### src/rtl/post_adder_preg.sv
// Post-adder/subtracter Z +/- (X + CIN) with optional P register,
// validity tracking and a sticky signed-overflow flag.
module post_adder_preg #(
    parameter int WIDTH      = 48,
    parameter int PREG       = 1,
    parameter int CARRYINREG = 1
) (
    input  logic             CLK,
    input  logic             RSTN,
    input  logic             SCLR,
    input  logic [WIDTH-1:0] X_IN,
    input  logic [WIDTH-1:0] Z_IN,
    input  logic             SUB,
    input  logic             CARRYIN,
    input  logic             CECARRYIN,
    input  logic             CEP,
    input  logic             VALID_IN,
    input  logic             CLR_OVF,
    output logic [WIDTH-1:0] P,
    output logic             CARRYOUT,
    output logic             VALID_OUT,
    output logic             OVF_STICKY
);

    logic             cin_eff;
    logic [WIDTH:0]   r;
    logic [WIDTH+1:0] s_ext;
    logic [WIDTH+1:0] z_ext;
    logic [WIDTH+1:0] x_ext;
    logic             ovf_next;
    logic             ovf_cap;
    logic             ovf_d;
    logic             ovf_q;

    generate
        if (CARRYINREG != 0) begin : g_cinreg
            logic cin_d;
            logic cin_q;
            assign cin_d = CECARRYIN ? CARRYIN : cin_q;
            always_ff @(posedge CLK or negedge RSTN) begin
                if (!RSTN) cin_q <= 1'b0;
                else       cin_q <= cin_d;
            end
            assign cin_eff = cin_q;
        end else begin : g_cindir
            assign cin_eff = CARRYIN;
        end
    endgenerate

    // Two guard bits hold the exact signed result, so overflow shows up
    // as a disagreement among the top three bits.
    assign z_ext = {Z_IN[WIDTH-1], Z_IN[WIDTH-1], Z_IN};
    assign x_ext = {X_IN[WIDTH-1], X_IN[WIDTH-1], X_IN};

    always_comb begin
        r     = '0;
        s_ext = '0;
        if (SUB) begin
            r     = {1'b0, Z_IN} - {1'b0, X_IN} - {{WIDTH{1'b0}}, cin_eff};
            s_ext = z_ext - x_ext - {{(WIDTH+1){1'b0}}, cin_eff};
        end else begin
            r     = {1'b0, Z_IN} + {1'b0, X_IN} + {{WIDTH{1'b0}}, cin_eff};
            s_ext = z_ext + x_ext + {{(WIDTH+1){1'b0}}, cin_eff};
        end
    end

    assign ovf_next = (s_ext[WIDTH+1] != s_ext[WIDTH-1])
                   || (s_ext[WIDTH]   != s_ext[WIDTH-1]);

    generate
        if (PREG != 0) begin : g_preg
            logic [WIDTH-1:0] p_d;
            logic [WIDTH-1:0] p_q;
            logic             co_d;
            logic             co_q;
            logic             v_d;
            logic             v_q;

            always_comb begin
                p_d  = p_q;
                co_d = co_q;
                v_d  = v_q;
                if (SCLR) begin
                    p_d  = '0;
                    co_d = 1'b0;
                    v_d  = 1'b0;
                end else if (CEP) begin
                    p_d  = r[WIDTH-1:0];
                    co_d = r[WIDTH];
                    v_d  = VALID_IN;
                end
            end

            always_ff @(posedge CLK or negedge RSTN) begin
                if (!RSTN) begin
                    p_q  <= '0;
                    co_q <= 1'b0;
                    v_q  <= 1'b0;
                end else begin
                    p_q  <= p_d;
                    co_q <= co_d;
                    v_q  <= v_d;
                end
            end

            assign P         = p_q;
            assign CARRYOUT  = co_q;
            assign VALID_OUT = v_q;
            assign ovf_cap   = !SCLR && CEP && VALID_IN && ovf_next;
        end else begin : g_comb
            assign P         = r[WIDTH-1:0];
            assign CARRYOUT  = r[WIDTH];
            assign VALID_OUT = VALID_IN;
            assign ovf_cap   = VALID_IN && ovf_next;
        end
    endgenerate

    // A capture in the same cycle as a clear keeps the flag set.
    always_comb begin
        ovf_d = ovf_q;
        if (ovf_cap)      ovf_d = 1'b1;
        else if (CLR_OVF) ovf_d = 1'b0;
    end

    always_ff @(posedge CLK or negedge RSTN) begin
        if (!RSTN) ovf_q <= 1'b0;
        else       ovf_q <= ovf_d;
    end

    assign OVF_STICKY = ovf_q;

endmodule

### config.mk
export PLATFORM = sky130hd
export DESIGN_NAME = post_adder_preg
export DESIGN_NICKNAME = d
export VERILOG_FILES = /design/src/rtl/post_adder_preg.sv
export SDC_FILE = /design/constraint.sdc
export NUM_CORES = 1
export LEC_CHECK = 0
export CAP_MARGIN = 0
export CORE_MARGIN = 2
export CORE_UTILIZATION = 35
export CTS_CLUSTER_SIZE = 28
export DETAILED_ROUTE_END_ITERATION = 6
export DONT_BUFFER_PORTS = 1
export GPL_TIMING_DRIVEN = 0
export PLACE_DENSITY = 0.46
export SYNTH_ARGS = -nofsm -noshare
export SYNTH_HDL_FRONTEND = slang
export SYNTH_SLANG_ARGS = --single-unit
### constraint.sdc
create_clock -name CLK -period 6.58 [get_ports CLK]
set_clock_uncertainty 0.2 [all_clocks]
set_input_delay 0.658 -clock CLK [delete_from_list [all_inputs] [get_ports CLK]]
set_output_delay 0.658 -clock CLK [all_outputs]
set_load 0.01 [all_outputs]
==> impl_metrics.tcl <==
set metrics [dict create \
    final_area_sq_um 9882 \
    synth_top_flop_cell "dfrtp_1" \
    drtPass1Iterations 5 \
    grt_start_max_net_pins 53 \
    hpwlAfterDp_microns 26840 \
    syn_nets 1549 \
    grt_pass1_wl_microns 49890 \
    yosysTopAreaCell "ha_1" \
    synth-seq-cells 52 \
    vias_per_cell 5.479 \
    h-tree-depth 2 \
    cts_sinks 52 \
    clk_latency_ns 0.30 \
    fill_cells 2903 \
    start_util 0.3568 \
    crit_buf_inv 1 \
    drcViolationCount 0 \
    whs_ns -0.001772 \
    min_path_type "in2async" \
    netlist.area_leader.share 0.1924 \
    post_drt_wl_per_cell_microns 19.41 \
    multi_input_area_sq_um 7194 \
    synthTopCellsByCount "inv_1 (163), a21oi_1 (144), ha_1 (143)" \
    cts_resized 0 \
    worstMarginPinSlew_ns 0.8846 \
    vias 8986 \
    place_area_sq_um 9717 \
    endpoint_kind "register" \
    critPathLaunch "X_IN[0]" \
    ys_seq_area_frac 0.1400 \
    worstPathCellList "inv_1 > fa_1 > ha_1 > nor2_1 > fa_1 > and3b_1 > o21ai_2 > o2111a_2 > o21ai_0 > a31oi_1 > a21oi_1 > o211ai_1 > nand4b_1 > nand3b_1 > nor3_1 > o32ai_2" \
    max_slew_margin 0.4103 \
    ys_warn_count 0 \
    finalSetupTns_ns 0 \
    ff2ff_path_depth 17 \
    violations "hold timing" \
    synth_edf_count 0 \
    hold_violations 1 \
    dieArea_sq_um 27880 \
    nNetsFinal 1557 \
    fp.dieW_microns 167.0 \
    clock.fmax_mhz 223.9 \
    diodes 0 \
    clk_pin_slew_ns 0.07 \
    rows 59 \
    power_density_nw_per_um2 173.6 \
    cp.required_ns 6.59 \
    clockBufferDepth 2 \
    antenna_found_initial 0 \
    mappedNetlistArea_sq_um 9298 \
    grt-ovfl-total 0 \
    startpoint_type "input pin" \
    crit_end "OVF_STICKY$_DFFE_PN0P_" \
    finalSetupViolCount 0 \
    cts_made_buffers 5 \
    fp.dieH_microns 167.0 \
    core_area_sq_um 26060 \
    cp_common_cell "fa_1" \
    port_buffers 0 \
    syn_inst 1297 \
    ant_nets 0 \
    fin_crit_sh 0.6788 \
    cts_root_buffer "clkbuf_16" \
    final_util 0.3792 \
    critical_path.max_fanout 4 \
    crit_family "compound AO/OA/AOI/OAI gates" \
    ys_types 86 \
    p_leak_nw 4.472 \
    cpPeakStageDelay_ns 0.60 \
    arrival_ns 4.48 \
    grt_pass1_vias 8925 \
    drive_above_1_share 0.04444 \
    cap_viol_max_count 0 \
    maxSlewViolCount 0 \
    grt_usage 0.2227 \
    ff2ff_setup_slack_ns 2.12 \
    synthArstFlopShare 1.000 \
    drtIter0Drc 648 \
    netlist_top_cells_area "ha_1 (19%), dfrtp_1 (14%), a21oi_1 (7.8%)" \
    outcome "finished, violations left" \
    regToRegStartpoint "cin_eff$_DFFE_PN0P_" \
    layout_setup_ws_ns 2.113 \
    seq_area_sq_um 1301 \
    area_growth_pct 6.285 \
    tritoncts "built" \
    routed_wl_microns 31830 \
    globalplace.congestion 0.9295 \
    syn_area_per_cell_sq_um 7.169 \
    path_class "in2reg" \
    peakVddDrop_mv 0.1168 \
    cpMaxStageDelayCell "fa_1" \
    r2r-end "OVF_STICKY$_DFFE_PN0P_" \
    yosysMostFrequentCell "inv_1" \
    io_pins 156 \
    min_period_ns 4.467 \
    path_depth 16 \
    rsz0062_at_grt "false" \
    place_ws_ns 1.839 \
]
area by class of cell:
| type | count | share of cell area |
|---|---|---|
| buffer | 44 | 0.01887 |
| clock buffer | 5 | 0.01266 |
| clock inverter | 2 | 0.001266 |
| inverter | 164 | 0.06229 |
| multi-input combinational | 1037 | 0.7280 |
| sequential | 52 | 0.1317 |
| tap | 335 | 0.04242 |
| timing repair buffer | 1 | 0.002786 |
cell families (layout without fill, tap and decap cells):
| logic type | after synthesis | in the layout | share of synthesized area |
|---|---|---|---|
| compound gates | 394 | 394 | 0.2722 |
| xor+xnor | 85 | 85 | 0.08007 |
| fa+ha+maj | 147 | 147 | 0.2011 |
| buf+inv | 208 | 216 | 0.08626 |
| flops | 52 | 52 | 0.1400 |
| mux | 22 | 22 | 0.02382 |
| simple gates | 389 | 389 | 0.1966 |
power breakdown:
| part | switching (mW) | internal (mW) | total, mW |
|---|---|---|---|
| sequential | 0.0580 | 0.357 | 0.415 |
| combinational | 0.643 | 0.393 | 1.04 |
| clock | 0.126 | 0.139 | 0.265 |
| total | 0.827 | 0.889 | 1.72 |
worst min-delay path by stage:
stage / cells after the start / slack [ns] / end / start
after floorplan: 0 / 0.16 / CARRYOUT$_DFFE_PN0P_ / RSTN
after global placement: 0 / 0.16 / P[8]$_DFFE_PN0P_ / RSTN
after detailed placement: 0 / 0.16 / P[8]$_DFFE_PN0P_ / RSTN
after CTS: 1 / 0.02 / P[5]$_DFFE_PN0P_ / RSTN
after global routing: 1 / 0.02 / P[5]$_DFFE_PN0P_ / RSTN
final: 1 / -0.002 / P[5]$_DFFE_PN0P_ / RSTN
worst register-to-register path: cells and delay by family (launching register included):
kind / cells / cell delay, ns
compound gates: 7 / 2.00
fa+ha+maj: 3 / 1.03
buf+inv: 2 / 0.17
flops: 1 / 0.39
simple gates: 5 / 0.58
registers in the layout (all words and copies together), names as in the netlist:
| signal | flops |
|---|---|
| VALID_OUT | 1 |
| cin_eff | 1 |
| CARRYOUT | 1 |
| OVF_STICKY | 1 |
| P | 48 |
routing by layer:
layer / global-route usage / routed length, microns
met1: 0.3210 / 15420
met2: 0.3514 / 13900
met5: 0 / 0
met4: 0.03898 / 491
met3: 0.03850 / 2022
per-stage QoR:
step	power [mW]	cells
final	1.716	1640
after floorplan	1.170	1297
after CTS	1.718	1640
after global placement	1.439	1632
after detailed placement	1.438	1632
after global routing	1.856	1640
what timing repair did:
item / in CTS / in global routing
hold buffers: 1 / 0
hold endpoints to repair: 52 / 0
buffers inserted: 0 / 0
layout by cell type, fill, tap and decap left out, types with 16 or more instances in the layout:
cell and n:
mux2i_1 21, nor3_1 16, nand3_1 26, ha_1 143, o21ai_0 87, nor2_1 134, dfrtp_1 52, inv_1 163
a21oi_1 144, clkbuf_1 27, a21o_1 17, nand2_1 118, xnor2_1 73, o211ai_1 20
Power figures use the tool's default switching activity.
